## src/rtl/branch_resolve_ctrl_pkg.sv

```systemverilog
// Shared definitions for the ID-stage branch resolution controller:
// forwarding-select codes, FSM state encoding and the default data width.
package branch_resolve_ctrl_pkg;

    localparam int unsigned DATA_W_DEFAULT = 32;

    localparam logic [1:0] FWD_REG   = 2'b00;
    localparam logic [1:0] FWD_EXMEM = 2'b10;
    localparam logic [1:0] FWD_MEMWB = 2'b01;

    typedef enum logic {
        ST_IDLE  = 1'b0,
        ST_STALL = 1'b1
    } state_e;

endpackage

```

## src/rtl/branch_operand_mux.sv

```systemverilog
// 3:1 operand select for one branch comparator input; code 11 falls back to
// the register-file value.
module branch_operand_mux
    import branch_resolve_ctrl_pkg::*;
#(
    parameter int unsigned DATA_W = DATA_W_DEFAULT
) (
    input  logic [1:0]        sel,
    input  logic [DATA_W-1:0] reg_data,
    input  logic [DATA_W-1:0] exmem_data,
    input  logic [DATA_W-1:0] memwb_data,
    output logic [DATA_W-1:0] operand
);

    always_comb begin
        case (sel)
            FWD_EXMEM: operand = exmem_data;
            FWD_MEMWB: operand = memwb_data;
            default:   operand = reg_data;
        endcase
    end

endmodule

```

## src/rtl/branch_resolve_ctrl.sv

```systemverilog
// ID-stage beq/bne resolution with branch-hazard stall FSM and saturating
// performance counters for the 5-stage pipeline.
module branch_resolve_ctrl
    import branch_resolve_ctrl_pkg::*;
#(
    parameter int unsigned DATA_W = DATA_W_DEFAULT,
    parameter int unsigned CNT_W  = 16
) (
    input  logic              clk,
    input  logic              rst,
    input  logic              id_beq,
    input  logic              id_bne,
    input  logic              id_jump,
    input  logic [4:0]        id_rs,
    input  logic [4:0]        id_rt,
    input  logic [DATA_W-1:0] id_rs_data,
    input  logic [DATA_W-1:0] id_rt_data,
    input  logic [1:0]        forward_a,
    input  logic [1:0]        forward_b,
    input  logic [DATA_W-1:0] exmem_alu_result,
    input  logic [DATA_W-1:0] memwb_write_data,
    input  logic              idex_reg_write,
    input  logic              idex_mem_read,
    input  logic [4:0]        idex_rd,
    input  logic              exmem_mem_read,
    input  logic [4:0]        exmem_rd,
    output logic              pc_write,
    output logic              ifid_write,
    output logic              idex_bubble,
    output logic              pc_src,
    output logic              ifid_flush,
    output logic [CNT_W-1:0]  branch_cnt,
    output logic [CNT_W-1:0]  taken_cnt,
    output logic [CNT_W-1:0]  stall_cnt
);

    localparam logic [CNT_W-1:0] CNT_MAX = {CNT_W{1'b1}};
    localparam logic [CNT_W-1:0] CNT_ONE = {{(CNT_W-1){1'b0}}, 1'b1};

    function automatic logic uses(input logic [4:0] r, input logic [4:0] rs,
                                  input logic [4:0] rt);
        return (r != 5'd0) && ((r == rs) || (r == rt));
    endfunction

    state_e            state_q, state_d;
    logic [1:0]        remain_q, remain_d;
    logic [CNT_W-1:0]  branch_cnt_q, taken_cnt_q, stall_cnt_q;
    logic [DATA_W-1:0] op_a, op_b;
    logic              br, eq, taken, h2, h1;
    logic              stall_cyc, resolve;

    branch_operand_mux #(.DATA_W(DATA_W)) u_mux_rs (
        .sel        (forward_a),
        .reg_data   (id_rs_data),
        .exmem_data (exmem_alu_result),
        .memwb_data (memwb_write_data),
        .operand    (op_a)
    );

    branch_operand_mux #(.DATA_W(DATA_W)) u_mux_rt (
        .sel        (forward_b),
        .reg_data   (id_rt_data),
        .exmem_data (exmem_alu_result),
        .memwb_data (memwb_write_data),
        .operand    (op_b)
    );

    assign br    = id_beq | id_bne;
    assign eq    = (op_a == op_b);
    // beq wins when both decode bits are set
    assign taken = id_beq ? eq : (id_bne & ~eq);

    assign h2 = br & idex_reg_write & idex_mem_read & uses(idex_rd, id_rs, id_rt);
    assign h1 = br & ~h2 & ((idex_reg_write & uses(idex_rd, id_rs, id_rt)) |
                            (exmem_mem_read & uses(exmem_rd, id_rs, id_rt)));

    // remain counts stall cycles still owed after the current one
    always_comb begin
        pc_write    = 1'b1;
        ifid_write  = 1'b1;
        idex_bubble = 1'b0;
        pc_src      = 1'b0;
        ifid_flush  = 1'b0;
        state_d     = state_q;
        remain_d    = remain_q;
        stall_cyc   = 1'b0;
        resolve     = 1'b0;
        if (!rst) begin
            case (state_q)
                ST_IDLE: begin
                    if (h2 || h1) begin
                        stall_cyc = 1'b1;
                        remain_d  = h2 ? 2'd1 : 2'd0;
                        state_d   = h2 ? ST_STALL : ST_IDLE;
                    end else if (br) begin
                        resolve    = 1'b1;
                        pc_src     = taken;
                        ifid_flush = taken;
                    end else if (id_jump) begin
                        ifid_flush = 1'b1;
                    end
                end
                ST_STALL: begin
                    stall_cyc = 1'b1;
                    if (remain_q <= 2'd1) begin
                        state_d  = ST_IDLE;
                        remain_d = 2'd0;
                    end else begin
                        remain_d = remain_q - 2'd1;
                    end
                end
                default: begin
                    state_d  = ST_IDLE;
                    remain_d = 2'd0;
                end
            endcase
        end
        if (stall_cyc) begin
            pc_write    = 1'b0;
            ifid_write  = 1'b0;
            idex_bubble = 1'b1;
        end
    end

    always_ff @(posedge clk or posedge rst) begin
        if (rst) begin
            state_q  <= ST_IDLE;
            remain_q <= 2'd0;
        end else begin
            state_q  <= state_d;
            remain_q <= remain_d;
        end
    end

    always_ff @(posedge clk or posedge rst) begin
        if (rst) begin
            branch_cnt_q <= '0;
            taken_cnt_q  <= '0;
            stall_cnt_q  <= '0;
        end else begin
            if (resolve && branch_cnt_q != CNT_MAX) begin
                branch_cnt_q <= branch_cnt_q + CNT_ONE;
            end
            if (resolve && taken && taken_cnt_q != CNT_MAX) begin
                taken_cnt_q <= taken_cnt_q + CNT_ONE;
            end
            if (stall_cyc && stall_cnt_q != CNT_MAX) begin
                stall_cnt_q <= stall_cnt_q + CNT_ONE;
            end
        end
    end

    assign branch_cnt = branch_cnt_q;
    assign taken_cnt  = taken_cnt_q;
    assign stall_cnt  = stall_cnt_q;

endmodule

```

## config.mk

```make
export PLATFORM = sky130hd
export DESIGN_NAME = branch_resolve_ctrl
export DESIGN_NICKNAME = d
export VERILOG_FILES = /design/src/rtl/branch_resolve_ctrl_pkg.sv /design/src/rtl/branch_operand_mux.sv /design/src/rtl/branch_resolve_ctrl.sv
export SDC_FILE = /design/constraint.sdc
export NUM_CORES = 1
export LEC_CHECK = 0
export CORE_MARGIN = 8
export CORE_UTILIZATION = 38
export CTS_CLUSTER_DIAMETER = 60
export DETAILED_ROUTE_END_ITERATION = 8
export HOLD_SLACK_MARGIN = 0.02
export PLACE_DENSITY = 0.84
export SETUP_SLACK_MARGIN = 0.2
export SYNTH_ARGS = -nofsm -noshare
export SYNTH_HDL_FRONTEND = slang
export SYNTH_SLANG_ARGS = --single-unit
```

## constraint.sdc

```tcl
create_clock -name clk -period 10.55 [get_ports clk]
set_input_delay 2.11 -clock clk [delete_from_list [all_inputs] [get_ports clk]]
set_output_delay 2.11 -clock clk [all_outputs]
set_load 0.02 [all_outputs]
```

# == After elaboration in Yosys (flattened, before gate mapping) ==
# Cells that the tools add are included.
# totals
regBits,51
input_bits,160
elab_cells,78
out_inout_bits,53
# op_classes
magnitude_cmp,1
mux,29
reduce_logical,12
addsub,4
bitwise_logic,14
eq_ne,13
# op_table
operator,n
one-hot mux 32 bit (2 select lines),2
"adder 16 x 1 -> 16 bit, second input constant",3
"inequality test 16 bit, second input constant",3
equality test 32 bit,1
2-to-1 mux 1 bit,22
equality test 5 bit,4
nonzero test 5 bit,2
bitwise AND 1 bit,8
logical AND 1 bit,6
"equality test 2 x 1 -> 1 bit, second input constant",2
"equality test 2 bit, second input constant",2
2-to-1 mux 2 bit,2
inverter 1 bit,4
one-hot mux 1 bit (2 select lines),2
one-hot mux 2 bit (2 select lines),1
logical OR 1 bit,3
"less-or-equal comparator 2 x 1 -> 1 bit, second input constant",1
"inequality test 2 bit, second input constant",1
bitwise OR 1 bit,2
AND reduction 2 bit,1
"subtractor 2 x 1 -> 2 bit, second input constant",1

# == Depth between registers and ports, before layout ==
# depth
ltp_word,13
depth_mapped,13
ltp_nobuf,10

# == By module ==
# A second synthesis with hierarchy kept.
# unflattened
hier_cells,531
area_unflattened_um2,4398.0
# modules_own_cells
mod,instances,cells_per_inst,area_each_um2,seq_area_each_um2
branch_resolve_ctrl,1,305,3124.2,1276.2
branch_operand_mux,2,113,636.9,0.0

# == Worst setup path before layout ==
# OpenSTA, ideal clock, no wires.
# synth_timing
path_kind,input to output
from,input port forward_b[0]
to,output port ifid_flush
setup_slack_ns,3.510
cell_stages,12
n_path_buf,2
t_arrival_ns,4.930
t_required_ns,8.440
cell_sequence,inv_1 > ha_1 > buf_6 > buf_2 > nor2b_1 > or4_1 > a22oi_1 > nand4_1 > nor4_4 > xor2_1 > or3_1 > a211oi_1
# synth_via
elab_chain_cells,10
word_cells_on_any_way,11
classes_between,eq/ne (3); mux (6); bitwise (2)
# synth_rtl
item,line_no,rtl
"start, declared",branch_resolve_ctrl.sv:19,"input logic [1:0] forward_b,"
equality test 2 x 1 -> 1 bit / equality test 2 bit (equally long branches),branch_operand_mux.sv:16,case (sel)
one-hot mux 32 bit (2 select lines) (*),branch_operand_mux.sv:16,
equality test 32 bit (*),branch_resolve_ctrl.sv:69,assign eq = (op_a == op_b);
inverter 1 bit,branch_resolve_ctrl.sv:71,assign taken = id_beq ? eq : (id_bne & ~eq);
bitwise AND 1 bit,branch_resolve_ctrl.sv:71,
2-to-1 mux 1 bit (*),branch_resolve_ctrl.sv:71,
2-to-1 mux 1 bit (*),branch_resolve_ctrl.sv:95,end else if (br) begin
2-to-1 mux 1 bit (*),branch_resolve_ctrl.sv:91,if (h2 || h1) begin
2-to-1 mux 1 bit (*),branch_resolve_ctrl.sv:89,case (state_q)
2-to-1 mux 1 bit (*),branch_resolve_ctrl.sv:88,if (!rst) begin
"end, declared",branch_resolve_ctrl.sv:31,"output logic ifid_flush,"
# Mark *: on every way between the ends. The rest lies on a longest branch, timed or not.

# == Final worst setup path ==
# layout_timing
from,input port forward_a[0]
to,output port ifid_flush
# layout_via
elab_chain_cells,10
word_cells_on_any_way,11
classes_between,eq/ne (3); mux (6); bitwise (2)
# layout_rtl
item,line_no,rtl
"start, declared",branch_resolve_ctrl.sv:18,"input logic [1:0] forward_a,"
equality test 2 x 1 -> 1 bit / equality test 2 bit (equally long branches),branch_operand_mux.sv:16,
one-hot mux 32 bit (2 select lines) (*),branch_operand_mux.sv:16,
equality test 32 bit (*),branch_resolve_ctrl.sv:69,
inverter 1 bit,branch_resolve_ctrl.sv:71,
bitwise AND 1 bit,branch_resolve_ctrl.sv:71,
2-to-1 mux 1 bit (*),branch_resolve_ctrl.sv:71,
2-to-1 mux 1 bit (*),branch_resolve_ctrl.sv:95,
2-to-1 mux 1 bit (*),branch_resolve_ctrl.sv:91,
2-to-1 mux 1 bit (*),branch_resolve_ctrl.sv:89,
2-to-1 mux 1 bit (*),branch_resolve_ctrl.sv:88,
# Marks and branches as above.

==> summary.txt <==
Floorplan
  – Die Area: 15,400 µm²
  – Initial Util: 39.0%
  – I/O pins: 213
  – Die span in x: 124 µm
  – Die H: 124 µm
  – Core Rows: 39
  – Core area: 11,400 µm²

Clock network
  – Clk sinks: 51
  – Resize count post-CTS: 0
  – CTS buffer count: 5
  – Setup Buffers After CTS: 0
  – CTS clk-pin slew, worst paths: 70 ps
  – Max clock buf depth: 2
  – Htree depth: 2
  – Root Buffer: clkbuf_16
  – TritonCTS clock tree: yes
  – Worst-skew pair later-pin latency: 290 ps
  – CTS Hold Bufs: 0

Pwr
  – Leak: 2.62 nW
  – Switching part of the total: 36.6%
  – Clock share of power: 21.0%
  – Logic gate share of total power: 44.8%
  – Sequential share of power: 34.2%
  – Worst VDD drop: 0.000150 V
  – PD cells: 117 nW/µm²
  – Net Sw Power: 0.000290 W
  – P_int: 0.000502 W

Drt
  – Drt pass-1 iters: 6
  – Via Count: 5,099
  – Antenna-violating nets left: 0
  – Drt initial violations: 466
  – DRC violations left: 0
  – Final WL: 17.4 mm
  – Via density: 6.04
  – DR WL/cell: 20.6 µm

Synthesis
  – Post-Synthesis Cells: 509
  – Synthesized area per cell: 8.74 µm²
  – Distinct cell type count after synthesis: 38
  – Biggest area consumer among synthesized cells: dfrtp_1
  – Syn nets: 676
  – Yosys warnings: 0
  – Top cell type's share of synthesized area: 28.7%
  – Area contributors post-synth: dfrtp_1 29%, a221oi_1 13%, xor2_1 9.1%
  – Register bit total from synthesis: 51
  – Post-synthesis sequential area ratio: 28.7%
  – Synthesized cell area: 4450 µm²

Timing
  – Slew margin rel.: 9.89%
  – Setup-failing EPs final: 0
  – RSZ-0062 raised after global routing: no
  – Fin crit period: 8860 ps
  – Post-route worst setup slack: 1690 ps
  – Final period util: 84.0%
  – Final setup TNS: 0 ps
  – Max frequency: 0.113 GHz
  – Worst-Margin Slew: 1350 ps
  – Final hold violation count: 0
  – Layout Skew: 12.1 ps
  – Final Max Slew Viols: 0

Critical path
  – Crit path DAT: 6750 ps
  – WP data required: 8440 ps
  – Startpoint types: input port
  – R2r startpoint: branch_cnt[5]
  – Worst setup EP type: primary output
  – Crit path kind: input port to primary output
  – CP Max Fanout: 45
  – CP startpoint: forward_a[0]

Run status
  – Status: completed

Layout
  – Most frequent cells in the layout: 212 x clkdlybuf4s50_1, 64 x nor2b_1, 64 x a221oi_1
  – N_diodes: 0
  – Nets: 867
  – Most common cell after layout, fill and taps aside: clkdlybuf4s50_1
  – Fillers: 1,029
  – Fraction of layout cells with a size suffix above 1: 3.28%
  – Area Overhead vs Synth: 52.0%

Place
  – Port-buffer cells: 212
  – Pre-CTS setup slack: 1730 ps
  – GP Congestion: 0.953
  – Dpl hpwl: 13.4 mm

Worst hold path
  – Hold_sp: stall_cnt[6]
  – Min-Delay Path Class: flip-flop to flip-flop

GRT
  – Pin count of the biggest net entering global routing: 65
  – Initial antenna violation count: 0
  – Gr usage total: 21.7%
  – Global-route wire length before repair: 27.0 mm
  – Congestion Overflow GR: 0
  – Vias in the first global route: 5,184

Run
  – Maxcap violations: 0
critical path, stage by stage:
cell             delay [ps]
clkdlybuf4s50_1         500
inv_1                    50
ha_1                   1120
buf_4                   380
a221oi_1                 90
or4_1                   480
a22oi_1                 200
nand4_1                 180
nor4_4                  330
xor2_1                  120
or3_1                   330
a211oi_1                200
clkdlybuf4s50_1         660
state kept, by name, summed over array words and instances (netlist names):
signal      cells
branch_cnt     16
remain_q        2
stall_cnt      16
state_q         1
taken_cnt      16
area by class of cell:
class	count	area, µm²	area share, %
Clock buffer	5	125	1.85
Clock inverter	3	27.5	0.407
Inverter	15	56.3	0.833
Multi-Input combinational cell	411	2950	43.6
Sequential cell	51	1280	18.9
Tap cell	143	179	2.65
Timing Repair Buffer	216	2150	31.8
power by group through the flow:
stage / clock [W] / combinational [W] / sequential (W)
after floorplan: 0 / 0.000152 / 0.000303
after global placement: 0 / 0.000342 / 0.000270
after detailed placement: 0 / 0.000353 / 0.000273
after CTS: 0.000168 / 0.000355 / 0.000271
after global routing: 0.000178 / 0.000385 / 0.000278
final: 0.000166 / 0.000355 / 0.000271
layer usage:
layer	up-vias	wire length (µm)	GRT usage [%]
met3	51	1400	4.44
met5	-	0	0
met2	226	8600	37.6
li1	2358	-	-
met4	0	704	9.14
met1	2464	6660	25.4
cell usage after synthesis:
cell type	count
nand3b_1	1
and3_1	10
a21boi_0	1
nor4b_1	1
o21ai_1	1
a21oi_1	1
a22oi_1	18
a211oi_1	1
and2_1	3
nor3_1	22
nor4_1	2
nand4b_1	1
nand3_1	18
a221oi_1	64
a31oi_1	1
nor2b_1	64
or2_2	1
clkbuf_1	10
o21ai_0	4
nand2_1	13
nor2_1	16
inv_1	15
and4_1	4
nor3_2	5
ha_1	7
buf_2	18
or4_1	34
o22ai_1	33
dfrtp_1	51
xnor2_1	20
buf_4	1
mux2_2	3
buf_6	3
or3_1	2
mux2i_1	1
xor2_1	46
nand4_1	12
nor4_4	1
logic make-up after synthesis:
group                    synth area share [%]
adder cells (fa/ha/maj)                  1.97
multiplexers                            0.984
buffers and inverters                    5.06
AO/OA/AOI/OAI                            21.4
flip-flops                               28.7
AND/OR/NAND/NOR                          28.9
XOR/XNOR                                 13.0
path summary, 6_finish.rpt:
check,endpoint,slack [ps],cells after the start
setup / recovery,ifid_flush,1690,13
hold / removal,stall_cnt[6],500,1
setup reg to reg,branch_cnt[1],7820,7
hold reg to reg,stall_cnt[6],500,1
max in group asynchronous,taken_cnt[15],7320,2
min in group asynchronous,stall_cnt[11],2590,2
per-stage QoR:
stage	util, %	power, W	instances	hold slack (ps)	area (µm²)
floorplan	-	0.000455	509	493	4450
global placement	57.9	0.000613	836	473	6610
detailed placement	57.9	0.000626	836	478	6610
CTS	59.2	0.000794	844	496	6760
global route	59.2	0.000841	844	509	6760
finish	59.2	0.000792	844	497	6760
(Power assumes the default switching activity.)
